<file path="src/rtl/debounce_sync.sv">
// -----------------------------------------------------------------------------
// debounce_sync
//   Turns a raw asynchronous push-button/switch input into a clean,
//   clk-synchronous level. The input first passes through a flop-chain
//   synchroniser. A four-state FSM then accepts a change of level only after
//   STABLE_CYCLES consecutive equal synchronised samples. Every accepted change
//   produces a one-cycle rise or fall strobe.
//
// Parameters
//   SYNC_STAGES   synchroniser depth (>= 2)
//   STABLE_CYCLES equal synchronised samples needed to accept a change (>= 2)
//   CNT_W         stability counter width (2**CNT_W > STABLE_CYCLES)
//
// Ports
//   clk         in  single clock, all logic on posedge
//   rst         in  synchronous active-low reset
//   btn_in      in  raw asynchronous input
//   d_out       out debounced level (registered)
//   rise_pulse  out one-cycle strobe in the first cycle d_out reads 1
//   fall_pulse  out one-cycle strobe in the first cycle d_out reads 0
//   busy        out high while a level change is being qualified
// -----------------------------------------------------------------------------
module debounce_sync #(
  parameter int SYNC_STAGES   = 2,
  parameter int STABLE_CYCLES = 4,
  parameter int CNT_W         = 16
) (
  input  logic clk,
  input  logic rst,
  input  logic btn_in,
  output logic d_out,
  output logic rise_pulse,
  output logic fall_pulse,
  output logic busy
);

  typedef enum logic [1:0] {
    S_LOW     = 2'd0,
    S_WAIT_HI = 2'd1,
    S_HIGH    = 2'd2,
    S_WAIT_LO = 2'd3
  } state_t;

  localparam logic [CNT_W-1:0] CNT_ZERO = {CNT_W{1'b0}};
  localparam logic [CNT_W-1:0] CNT_ONE  = {{(CNT_W-1){1'b0}}, 1'b1};
  // Count value reached on the last sample of the stability window.
  localparam logic [CNT_W-1:0] CNT_LAST = CNT_W'(STABLE_CYCLES - 1);

  logic [SYNC_STAGES-1:0] sync_r;
  logic                   sync_q_s;

  state_t                 state_r;
  state_t                 state_nx_s;
  logic [CNT_W-1:0]       cnt_r;
  logic [CNT_W-1:0]       cnt_nx_s;
  logic                   d_out_r;
  logic                   d_out_nx_s;
  logic                   rise_r;
  logic                   rise_nx_s;
  logic                   fall_r;
  logic                   fall_nx_s;
  logic                   busy_r;
  logic                   busy_nx_s;

  assign sync_q_s = sync_r[SYNC_STAGES-1];

  // Synchroniser chain: btn_in enters stage 0, the FSM reads only the last stage.
  always_ff @(posedge clk) begin
    if (!rst) begin
      sync_r <= {SYNC_STAGES{1'b0}};
    end else begin
      sync_r <= {sync_r[SYNC_STAGES-2:0], btn_in};
    end
  end

  // Next-state and next-output decode for the qualification FSM.
  always_comb begin
    state_nx_s = state_r;
    cnt_nx_s   = cnt_r;
    d_out_nx_s = d_out_r;
    rise_nx_s  = 1'b0;
    fall_nx_s  = 1'b0;

    case (state_r)
      S_LOW: begin
        if (sync_q_s) begin
          state_nx_s = S_WAIT_HI;
          cnt_nx_s   = CNT_ONE;
        end else begin
          cnt_nx_s   = CNT_ZERO;
        end
      end

      S_WAIT_HI: begin
        if (!sync_q_s) begin
          // Bounce: drop back without touching d_out.
          state_nx_s = S_LOW;
          cnt_nx_s   = CNT_ZERO;
        end else if (cnt_r == CNT_LAST) begin
          state_nx_s = S_HIGH;
          cnt_nx_s   = CNT_ZERO;
          d_out_nx_s = 1'b1;
          rise_nx_s  = 1'b1;
        end else begin
          cnt_nx_s   = cnt_r + CNT_ONE;
        end
      end

      S_HIGH: begin
        if (!sync_q_s) begin
          state_nx_s = S_WAIT_LO;
          cnt_nx_s   = CNT_ONE;
        end else begin
          cnt_nx_s   = CNT_ZERO;
        end
      end

      S_WAIT_LO: begin
        if (sync_q_s) begin
          // Glitch: return to the stable high state.
          state_nx_s = S_HIGH;
          cnt_nx_s   = CNT_ZERO;
        end else if (cnt_r == CNT_LAST) begin
          state_nx_s = S_LOW;
          cnt_nx_s   = CNT_ZERO;
          d_out_nx_s = 1'b0;
          fall_nx_s  = 1'b1;
        end else begin
          cnt_nx_s   = cnt_r + CNT_ONE;
        end
      end

      default: begin
        state_nx_s = S_LOW;
        cnt_nx_s   = CNT_ZERO;
        d_out_nx_s = 1'b0;
      end
    endcase

    // Registering the decode of the next state gives the same timing as
    // decoding the state register, but keeps busy a flop output.
    busy_nx_s = (state_nx_s == S_WAIT_HI) || (state_nx_s == S_WAIT_LO);
  end

  // FSM state, counter and registered outputs.
  always_ff @(posedge clk) begin
    if (!rst) begin
      state_r <= S_LOW;
      cnt_r   <= CNT_ZERO;
      d_out_r <= 1'b0;
      rise_r  <= 1'b0;
      fall_r  <= 1'b0;
      busy_r  <= 1'b0;
    end else begin
      state_r <= state_nx_s;
      cnt_r   <= cnt_nx_s;
      d_out_r <= d_out_nx_s;
      rise_r  <= rise_nx_s;
      fall_r  <= fall_nx_s;
      busy_r  <= busy_nx_s;
    end
  end

  assign d_out      = d_out_r;
  assign rise_pulse = rise_r;
  assign fall_pulse = fall_r;
  assign busy       = busy_r;

endmodule

</file>
<file path="config.mk">
export PLATFORM = sky130hd
export DESIGN_NAME = debounce_sync
export DESIGN_NICKNAME = d
export VERILOG_FILES = /design/src/rtl/debounce_sync.sv
export SDC_FILE = /design/constraint.sdc
export NUM_CORES = 1
export LEC_CHECK = 0
export ABC_AREA = 1
export ABC_CLOCK_PERIOD_IN_PS = 2620
export BUFFER_PORTS_ARGS = -buffer_cell sky130_fd_sc_hd__buf_2
export CORE_MARGIN = 5
export CORE_UTILIZATION = 60
export DETAILED_ROUTE_END_ITERATION = 12
export PLACE_DENSITY = 0.77
export RECOVER_POWER = 50
export SLEW_MARGIN = 15
export SYNTH_ARGS = -nofsm -noshare
export SYNTH_HDL_FRONTEND = slang
export SYNTH_SLANG_ARGS = --single-unit
export TNS_END_PERCENT = 100
</file>
<file path="constraint.sdc">
create_clock -name clk -period 2.62 [get_ports clk]
set_input_delay 0.131 -clock clk [delete_from_list [all_inputs] [get_ports clk]]
set_output_delay 0.131 -clock clk [all_outputs]
set_load 0.02 [all_outputs]
</file>
### After elaboration in Yosys (flattened, before gate mapping)

Cells that the tools add are included.

* eq/ne operators: 10
* reductions and logical operators: 6
* add/subtract/negate cells: 1
* bitwise gates (word level): 2
* mux-type cells: 19

Operators by type and width (count)
* $pmux W16 S4: 1
* $mux W16: 3
* $add A16 B1 Y16 const B: 1
* $eq A16 B2 Y1 const B: 1
* $mux W2: 6
* $ne A2 B2 Y1 const B: 4
* $pmux W2 S4: 1
* $mux W1: 7
* $eq A2 B2 Y1 const B: 3
* $reduce_and A5 Y1: 1
* $eq A2 B1 Y1 const B: 2
* $reduce_and A3 Y1: 1
* $reduce_or A3 Y1: 1
* $logic_not A2 Y1: 1
* $not A1 Y1: 2
* $pmux W1 S2: 1
* $reduce_bool A2 Y1: 1
* $logic_or A1 B1 Y1: 1

* output and inout bits: 4
* logic and storage cells: 45
* bits in registers: 24
* input port bits: 3

### Longest topological paths before layout

Gate-level depths: netlist of run 1.

* word-level depth: 6
* gate-level depth with buffers: 9
* gate-level depth less buffers: 9

### Worst setup path before layout of run 1

No wires, ideal clock.

* path kind: register to register
* from: register cnt_r[0]
* to: register cnt_r[9]
* period minus slack after synthesis: 1.282 ns
* data required time: 2.505 ns
* setup time: 0.115 ns
* setup slack: 1.338 ns
* data arrival time: 1.167 ns
* stages on the path, launching flop included: 9
* path buffers: 0
* cells stage by stage: dfxtp_1 > ha_1 > inv_1 > nor2_1 > nand2_1 > nor2_2 > a21oi_4 > inv_2 > nor2_1

* cells in the longest elaborated chain, start to end: 4
* elaborated cells between the ends (all ways): 6
* classes of those cells: add/sub: 1; eq/ne: 1; mux: 4

Ends and longest elaborated chain
* start: declaration: line 54 `logic [CNT_W-1:0] cnt_r;`
* start signal: assignment: line 156 `cnt_r <= cnt_nx_s;`
* $add A16 B1 Y16 / $eq A16 B2 Y1 (equally long branches)
* $mux W16 *: line 99, 123
* $mux W16, on equally long branches: line 119, 95
* $pmux W16 S4 *: line 84 `case (state_r)`

Every way passes the cells marked *; elsewhere a longest branch is shown, timed or not.
A chain may end at the register's enable or synchronous reset.

### Worst setup path in the final report of run 1

* from: register cnt_r[0]
* to: register cnt_r[6]

Same word-level chain as after synthesis.

==> results of run 1 <==
## cells in the mapped netlist
cell type	n	area share, %
nand2_1	37	12
buf_2	1	0.43
nand2_2	4	2.1
nand4_1	3	1.6
nand3b_1	1	0.64
xor2_1	4	3.0
nand3_1	11	4.7
nor2_4	1	0.96
nor3_1	2	0.86
a21oi_1	4	1.7
a21oi_4	1	1.4
o21ai_0	1	0.43
nor2_2	5	2.7
inv_2	1	0.32
nor2_1	39	13
ha_1	1	1.1
a21boi_0	1	0.64
dfxtp_1	24	41
xnor2_1	2	1.5
nor3_2	1	0.86
o21ai_1	1	0.43
inv_1	28	9.0
## power by group through the flow
stage               logic (uW)  clock network (uW)  registers [uW]
finish                    9.95                 193             369
global placement          8.55                   0             377
detailed placement        8.99                   0             377
global route              11.3                 214             370
floorplan                 6.13                   0             377
CTS                       10.2                 199             369
## tightest hold or removal path, delay by kind of cell
kind | cells | cell delay [ps]
buf+inv | 2 | 200
simple gates | 1 | 40
## metal layers
metal  GRT usage [%]  vias to the layer above
met4           6.639                        0
met2           30.44                       13
met5               0                        -
met3           5.263                        4
met1           20.27                      434
li1                -                      543
## flip-flops by register name (all words and copies together) (netlist names)
register	cells
state_r	2
d_out	1
rise_pulse	1
fall_pulse	1
sync_r	2
cnt_r	16
busy	1
## worst max path at each step
stage	depth (start not counted)	start	endpoint	slack, ps
2_1_floorplan	8	cnt_r[0]	cnt_r[9]	1340
3_3_place_gp	8	cnt_r[0]	cnt_r[14]	1240
3_5_place_dp	8	cnt_r[0]	cnt_r[6]	1180
4_1_cts	8	cnt_r[0]	cnt_r[9]	1170
5_1_grt	8	cnt_r[0]	cnt_r[6]	700
6_report	8	cnt_r[0]	cnt_r[6]	910
## what timing repair did
item / in CTS / in global routing
setup buffers: 0 / 0
hold endpoints to repair: 1 / 0
hold buffers: 1 / 0
## through the flow
step	cell area [um^2]	cells	hold slack, ps	utilization [%]
floorplan	1167	173	228.6	-
global placement	1226	205	315.9	64.47
detailed placement	1226	205	335.2	64.47
CTS	1272	210	74.85	66.91
global route	1254	210	84.30	65.92
finish	1254	210	89.68	65.92
## cell type report
cell class / count / area (um^2)
fillers: 170 / 648.1
multi-input cells: 119 / 559.3
flip-flops and latches: 24 / 480.5
inverters: 29 / 108.9
clock buffers: 4 / 36.28
repair buffers: 7 / 35.03
well taps: 27 / 33.78
## cell families after synthesis
logic type	share of synthesized area (%)
AND/OR/NAND/NOR	38.91
buffers and inverters	9.753
XOR/XNOR	4.502
flip-flops	41.16
AO/OA/AOI/OAI	4.609
adder cells (fa/ha/maj)	1.072
## placed cells by master (no fill, tap or decap)
cell,count
nor2_1,40
nand2_1,37
inv_1,28
dfxtp_1,24
nand3_1,11
a21oi_1,5
nor2_2,4
xor2_1,4
nand2_2,4
clkbuf_1,4
nand4_1,3
clkbuf_4,3
xnor2_1,2
nor3_1,2
buf_2,2
inv_2,1
a21boi_0,1
nand3b_1,1
nor2_4,1
nor3_2,1
o21ai_1,1
o21ai_0,1
ha_1,1
clkbuf_8,1
dlygate4sd3_1,1
==> results.yml, run 1 <==
outcome:
  status: "completed"
sta:
  tightest_slew_ps: 643.1
  drv_slew: 0
  fmax_mhz: 584.9
  hold_violations: 0
  setup_tns_ps: 0
  postLayoutSetupSlackWorst_ps: 910.4
  max_slew_margin_pct: 57.12
  finalSetupViolCount: 0
  finalCritPeriodShare_pct: 65.25
  finClkSkew_ps: 6.763
  fin_crit_ps: 1710
  grt_setup_unrepaired: "no"
pwr:
  pwr-share-seq_pct: 64.6
  p_leak_uw: 0.0005305
  ir_drop_uv: 356.6
  power.total_uw: 572.1
  power.internal_uw: 456.7
  power.share.switching_pct: 20.18
  power-per-cell-area_nw_per_um2: 456.3
  switchingPower_uw: 115.5
  pwr-share-comb_pct: 1.7
  clkPwrFrac_pct: 33.7
floorplanning:
  die_w_um: 54.11
  core_um2: 1902
  rows: 16
  fp.dieH_um: 54.11
  pin_count: 7
  initial_core_util_pct: 61.38
  dieArea_um2: 2928
synthesis:
  syn_inst: 173
  syn_area_per_cell_um2: 6.748
  yosys_warnings: 0
  ys_seq_area_share_pct: 41.16
  yosysUniqueCellTypes: 22
  syn-cell-area_um2: 1167
  yosys_register_bits: 24
  syn_nets: 177
placed_design:
  pre_cts_slack_ps: 1179
  io_buffers: 6
  place_congestion: 0.8232
  place_hpwl_mm: 1.657
global_route:
  grt_pass1_vias: 938
  grt.overflow.total: 0
  grt_start_max_net_pins: 14
  grt_pass1_wl_mm: 3.746
  antenna_found_initial: 0
  grt.total_usage_pct: 17.61
worst_setup_path:
  crit_slowest_cell: "a21oi_1"
  crit_path_end_kind: "flip-flop"
  path_common_cell: "nor2_1"
  crit_type: "flip-flop to flip-flop"
  rr_worst_depth: 8
  reg2reg_slack_ps: 910
  cpLargestDelayFamily: "compound AO/OA/AOI/OAI gates"
  startpoint_type: "flip-flop"
  cp_slowest_stage_delay_ps: 520
  cp_max_fo: 8
  crit_buf_inv: 2
  rr_startpoint: "cnt_r[0]"
  cp_data_arrival_time_ps: 1970
  critical_path.reg2reg.endpoint: "cnt_r[6]"
  crit_chain: "ha_1 > inv_1 > nor2_1 > nand2_1 > nor2_1 > a21oi_1 > inv_2 > nor2_1"
  worstPathRequired_ps: 2880
clock_tree:
  htree_levels: 1
  clk_latency_ps: 310
  clockRootBuffer: "clkbuf_4"
  clockBufferDepth: 2
  clkSlewWorstSetupHoldPaths_ps: 130
  cts.sinks: 24
  cts_resized: 0
  cts_made_buffers: 3
  cts_tree: "done"
route:
  drc: 0
  first_pass_iters: 4
  top_layer: "met4"
  routedWlPerCell_um: 10.21
  drtIter0Drc: 30
  via_count: 994
  met3WireLength_um: 69
  wl_mm: 2.145
  wl_met2_mm: 1.045
  ant_nets: 0
  routedLengthMet1_mm: 1.002
  vias_per_cell: 4.733
min_path:
  hold_start: "rst"
  whs_endpoint: "fall_pulse"
  holdPathStages: 3
  hp-class: "input pin to flip-flop"
run:
  drv_cap: 0
finish:
  area_growth_pct: 7.395
  nNetsFinal: 188
  diodes: 0
  drive_gt1_share_pct: 9.290
Note: power is estimated with default switching activity, not from simulation.
==> inputs of run 2 (changes only) <==
--- a/config.mk
+++ b/config.mk
@@ -6,12 +6,12 @@
 export NUM_CORES = 1
 export LEC_CHECK = 0
 export ABC_AREA = 1
-export ABC_CLOCK_PERIOD_IN_PS = 2620
+export ABC_CLOCK_PERIOD_IN_PS = 1500
 export BUFFER_PORTS_ARGS = -buffer_cell sky130_fd_sc_hd__buf_2
 export CORE_MARGIN = 5
-export CORE_UTILIZATION = 60
+export CORE_UTILIZATION = 52
 export DETAILED_ROUTE_END_ITERATION = 12
-export PLACE_DENSITY = 0.77
+export PLACE_DENSITY = 0.71
 export RECOVER_POWER = 50
 export SLEW_MARGIN = 15
 export SYNTH_ARGS = -nofsm -noshare
==> constraint.sdc (replaced) <==
create_clock -name clk -period 1.5 [get_ports clk]
set_input_delay 0.075 -clock clk [delete_from_list [all_inputs] [get_ports clk]]
set_output_delay 0.075 -clock clk [all_outputs]
set_load 0.02 [all_outputs]
==> results.yml, run 2 (synthesized netlist as in run 1, its figures left out) <==
clock_tree:
  clk_latency_ps: 320
  cts.sinks: 24
  clockBufferDepth: 2
  htree_levels: 1
  post-cts-setup-buffer-count: 0
  cts_made_buffers: 3
  clockRootBuffer: "clkbuf_4"
  cts_tree: "done"
  clkSlewWorstSetupHoldPaths_ps: 130
pwr:
  pwr-share-seq_pct: 64.3
  power.total_uw: 1003
  ir_drop_uv: 574.7
  clkPwrFrac_pct: 34.0
  switchingPower_uw: 204.9
  p_leak_uw: 0.0005514
  power.share.switching_pct: 20.43
  pwr-share-comb_pct: 1.7
  power.internal_uw: 798.0
  power-per-cell-area_nw_per_um2: 772.2
global_route:
  grt_use_met2_pct: 23.55
  gr-usage-met3_pct: 4.751
  grt.total_usage_pct: 14.05
  grt_start_max_net_pins: 14
  grt_pass1_vias: 888
  antenna_found_initial: 0
  grt.overflow.total: 0
  grt_busiest_layer: "met2"
  met1_usage_pct: 17.01
  grt_pass1_wl_mm: 3.670
placed_design:
  post_dp_cell_area_um2: 1235
  place_hpwl_mm: 1.635
  place_congestion: 0.8247
  io_buffers: 6
  dpl.cell_count: 207
worst_setup_path:
  cp_data_arrival_time_ps: 1620
  crit_type: "flip-flop to flip-flop"
  crit_slowest_cell: "dfxtp_2"
  cp_max_fo: 4
  worstPathRequired_ps: 1720
  crit_chain: "ha_2 > inv_1 > nor2_1 > nand2_1 > nor2_4 > nand3_1 > nand3_1 > nor2_1"
  cp_slowest_stage_delay_ps: 360
  crit_path_end_kind: "flip-flop"
  startpoint_type: "flip-flop"
finish:
  nNetsFinal: 189
  area_growth_pct: 11.25
  regMostFlops: "cnt_r"
  final_area_um2: 1299
  stdcell_count: 212
  drive_gt1_share_pct: 13.04
  largest_register_ffs: 16
  diodes: 0
  layout_common_cells: "38 x nor2_1, 36 x nand2_1, 28 x inv_1"
  biggestRegsByFlops: "cnt_r (16), state_r (2), sync_r (2)"
  post-route-util_pct: 59.86
  final_common_cell: "nor2_1"
run:
  drv_cap: 0
sta:
  max_slew_margin_pct: 81.33
  drv_slew: 0
  fmax_mhz: 716.3
  finalCritPeriodShare_pct: 93.07
  tightest_slew_ps: 279.5
  fin_crit_ps: 1396
  hold_violations: 0
  finClkSkew_ps: 4.391
  setup_tns_ps: 0
  finalSetupViolCount: 0
floorplanning:
  dieArea_um2: 3292
  fp.dieH_um: 57.38
  initial_core_util_pct: 53.81
  die_w_um: 57.38
  core_um2: 2170
  pin_count: 7
  rows: 17
route:
  via_count: 1014
  drc: 0
  first_pass_iters: 4
  vias_per_cell: 4.783
  routedWlPerCell_um: 10.26
  drtIter0Drc: 28
  ant_nets: 0
  wl_mm: 2.175
outcome:
  status: "completed"
min_path:
  hp-class: "input pin to flip-flop"
-- run 2: critical path, delay by kind of cell, from the launching register on --
kind	cells	cell delay [ps]
adders and majority gates	1	210
and+or+nand+nor	6	700
buffers and inverters	1	50
DFF	1	360
-- run 2: power by group through the flow --
stage / logic (uW) / registers (uW) / clock network [uW]
2_1_floorplan: 10.7 / 659 / 0
3_3_place_gp: 15.1 / 659 / 0
3_5_place_dp: 15.5 / 659 / 0
4_1_cts: 17.5 / 645 / 360
5_1_grt: 20.0 / 646 / 386
6_report: 17.3 / 645 / 341
-- run 2: what timing repair did --
action | in CTS | in global routing
endpoints found under the setup margin | 0 | 19
hold buffers | 1 | 0
resized for setup | 0 | 7
hold endpoints to repair | 1 | 0
-- run 2: per-layer routing --
metal | wire length, um | vias up
li1 | - | 544
met1 | 977 | 452
met2 | 1087 | 14
met3 | 84 | 4
met4 | 25 | 0
met5 | 0 | -
-- run 2: cell type report --
cell class	instances	area [um^2]
Timing Repair Buffer	8	42.54
Fill cell	214	870.8
Multi-Input combinational cell	119	591.8
Clock buffer	4	36.28
Inverter	29	111.4
Tap cell	28	35.03
Sequential cell	24	481.7
-- run 2: path summary, 6_finish.rpt --
path / startpoint / to / slack, ps / depth (start not counted)
max reg2reg: cnt_r[0] / cnt_r[0] / 100 / 8
min: rst / sync_r[0] / 20 / 3
max: cnt_r[0] / cnt_r[0] / 100 / 8
min reg2reg: sync_r[0] / sync_r[1] / 430 / 2
-- run 2: stage by stage --
stage               hold WS [ps]  setup WS (ps)
floorplan                  172.6          218.3
global placement           259.6          92.93
detailed placement         264.7          65.25
CTS                        2.702          40.86
global route               3.042         -9.036
finish                     19.34          103.9
==> inputs of run 3 (changes only) <==
--- a/config.mk
+++ b/config.mk
@@ -5,13 +5,12 @@
 export SDC_FILE = /design/constraint.sdc
 export NUM_CORES = 1
 export LEC_CHECK = 0
-export ABC_AREA = 1
 export ABC_CLOCK_PERIOD_IN_PS = 1500
 export BUFFER_PORTS_ARGS = -buffer_cell sky130_fd_sc_hd__buf_2
 export CORE_MARGIN = 5
-export CORE_UTILIZATION = 52
+export CORE_UTILIZATION = 51
 export DETAILED_ROUTE_END_ITERATION = 12
-export PLACE_DENSITY = 0.71
+export PLACE_DENSITY = 0.72
 export RECOVER_POWER = 50
 export SLEW_MARGIN = 15
 export SYNTH_ARGS = -nofsm -noshare
==> results.yml, run 3 <==
outcome:
  status: "completed"
sta:
  grt_setup_unrepaired: "yes"
  drv_slew: 0
  finClkSkew_ps: 3.010
  setup_tns_ps: 0
  max_slew_margin_pct: 79.39
  fin_crit_ps: 1492
  holdWs_ps: 62.26
  hold_violations: 0
  tightest_slew_ps: 306.6
  finalSetupViolCount: 0
  postLayoutSetupSlackWorst_ps: 8.150
  fmax_mhz: 670.3
  finalCritPeriodShare_pct: 99.46
synthesis:
  yosys.area.top_type: "dfxtp_1"
  syn-cell-area_um2: 1007
  synth_edf_count: 0
  synth-main-ff-cell: "dfxtp_1"
  yosysUniqueCellTypes: 28
  yosysTopAreaCellShare_pct: 47.70
  yosys_warnings: 0
  syn_area_per_cell_um2: 9.074
  syn_nets: 115
  ys_seq_area_share_pct: 47.70
  syn_inst: 111
  synth.most_common_cell: "dfxtp_1"
  synthTopCellsByCount: "24 x dfxtp_1, 18 x nor2_1, 11 x xnor2_1"
  yosys_register_bits: 24
  synthArstFlopShare_pct: 0
  synthTopCellsByArea: "dfxtp_1 48%, xnor2_1 9.6%, nor2_1 6.7%"
min_path:
  hp-class: "input pin to flip-flop"
  whs_endpoint: "sync_r[1]"
  holdPathStages: 2
  hold_start: "rst"
clock_tree:
  cts.sinks: 24
  htree_levels: 1
  clk_latency_ps: 320
  clockBufferDepth: 2
  cts_tree: "done"
  clkSlewWorstSetupHoldPaths_ps: 130
  clockRootBuffer: "clkbuf_4"
  cts_made_buffers: 3
pwr:
  switchingPower_uw: 207.9
  clkPwrFrac_pct: 34.3
  power-per-cell-area_nw_per_um2: 782.4
  p_leak_uw: 0.0004398
  pwr-share-comb_pct: 1.9
  ir_drop_uv: 526.4
  power.share.switching_pct: 20.68
  power.internal_uw: 797.6
  pwr-share-seq_pct: 63.8
finish:
  final_area_um2: 1285
  drive_gt1_share_pct: 25.37
  nFillCells: 171
  final_common_cell: "dfxtp_1"
  regMostFlops: "cnt_r"
  post-route-util_pct: 66.86
  largest_register_ffs: 16
  area_growth_pct: 27.58
  diodes: 0
  layout_common_cells: "19 x dfxtp_1, 18 x nor2_1, 13 x buf_4"
  biggestRegsByFlops: "cnt_r (16), state_r (2), sync_r (2)"
  nNetsFinal: 139
placed_design:
  place_hpwl_mm: 1.338
  place_congestion: 0.8777
  post_dp_cell_area_um2: 1164
  io_buffers: 6
  pre_cts_slack_ps: -49.96
route:
  first_pass_iters: 4
  routedWlPerCell_um: 12.69
  wl_mm: 2.043
  via_count: 836
  drc: 0
  drtIter0Drc: 6
  ant_nets: 0
  vias_per_cell: 5.193
worst_setup_path:
  cp_max_fo: 3
  rr_worst_depth: 4
  reg2reg_slack_ps: 8
  crit_type: "flip-flop to flip-flop"
  critical_path.reg2reg.endpoint: "cnt_r[14]"
  cp_data_arrival_time_ps: 1750
  worstPathRequired_ps: 1760
  crit_path_end_kind: "flip-flop"
  startpoint_type: "flip-flop"
  rr_startpoint: "cnt_r[10]"
floorplanning:
  dieArea_um2: 2964
  initial_core_util_pct: 52.41
  core_um2: 1922
  pin_count: 7
  fp.dieH_um: 54.44
  rows: 16
  die_w_um: 54.44
global_route:
  grt_start_max_net_pins: 16
  grt_pass1_wl_mm: 3.187
  grt.overflow.total: 0
  grt.total_usage_pct: 15.44
  antenna_found_initial: 0
  grt_pass1_vias: 694
run:
  drv_cap: 0
[run 3: per-stage QoR]
stage | total power, uW | cells
after global routing | 1047 | 161
after global placement | 673.8 | 153
final | 1005 | 161
after detailed placement | 675.2 | 153
after floorplan | 666.3 | 111
after CTS | 1013 | 158
[run 3: critical path: stages (launching register included)]
cell     delay [ps]
dfxtp_4         390
nand4_2         130
or3_1           370
or4_1           400
a21oi_1         140
[run 3: area by class of cell]
class	count	area [um^2]	share of cell area, %
clock buffer	4	36.28	2.824
inverter	6	22.52	1.753
multi-input combinational	79	548.0	42.65
sequential	24	491.7	38.27
tap	27	33.78	2.629
timing repair buffer	21	152.6	11.88
[run 3: kinds of logic (layout without fill, tap and decap cells)]
family / Yosys count / in the layout / share of synthesized area, %
multiplexers: 1 / 1 / 0.9938
adder cells (fa/ha/maj): 1 / 1 / 1.242
AND/OR/NAND/NOR: 59 / 59 / 32.17
XOR/XNOR: 13 / 13 / 11.30
flip-flops: 24 / 24 / 47.70
buffers and inverters: 8 / 31 / 3.105
AO/OA/AOI/OAI: 5 / 5 / 3.479
[run 3: repair_timing]
| action | in CTS | in global routing |
|---|---|---|
| setup endpoints to repair | 3 | 20 |
| gates resized for setup | 7 | 8 |
| endpoints found under the hold margin | 1 | 0 |
| pin swaps | 2 | 5 |
| hold buffers | 1 | 0 |
| buffers inserted | 0 | 3 |
[run 3: worst max path at each step]
stage / from / to / cells past startpoint / slack (ps)
floorplan: cnt_r[7] / cnt_r[14] / 4 / -10
global placement: cnt_r[0] / cnt_r[0] / 5 / -20
detailed placement: cnt_r[7] / cnt_r[14] / 4 / -50
CTS: cnt_r[10] / cnt_r[14] / 4 / 20
global route: cnt_r[1] / cnt_r[0] / 5 / -100
finish: cnt_r[10] / cnt_r[14] / 4 / 8
[run 3: power groups by stage]
stage	registers [uW]	clock network (uW)	logic, uW
after floorplan	659	0	7.13
after global placement	658	0	15.4
after detailed placement	659	0	16.2
after CTS	643	351	18.4
after global routing	643	383	21.8
final	642	344	19.3
[run 3: routing by layer]
metal  global-route usage (%)  routed length (um)  up-vias
li1                         -                   -      425
met1                    21.27                 968      389
met2                    21.91                 975       18
met3                    2.452                  61        4
met4                    10.37                  38        0
met5                        0                   0        -
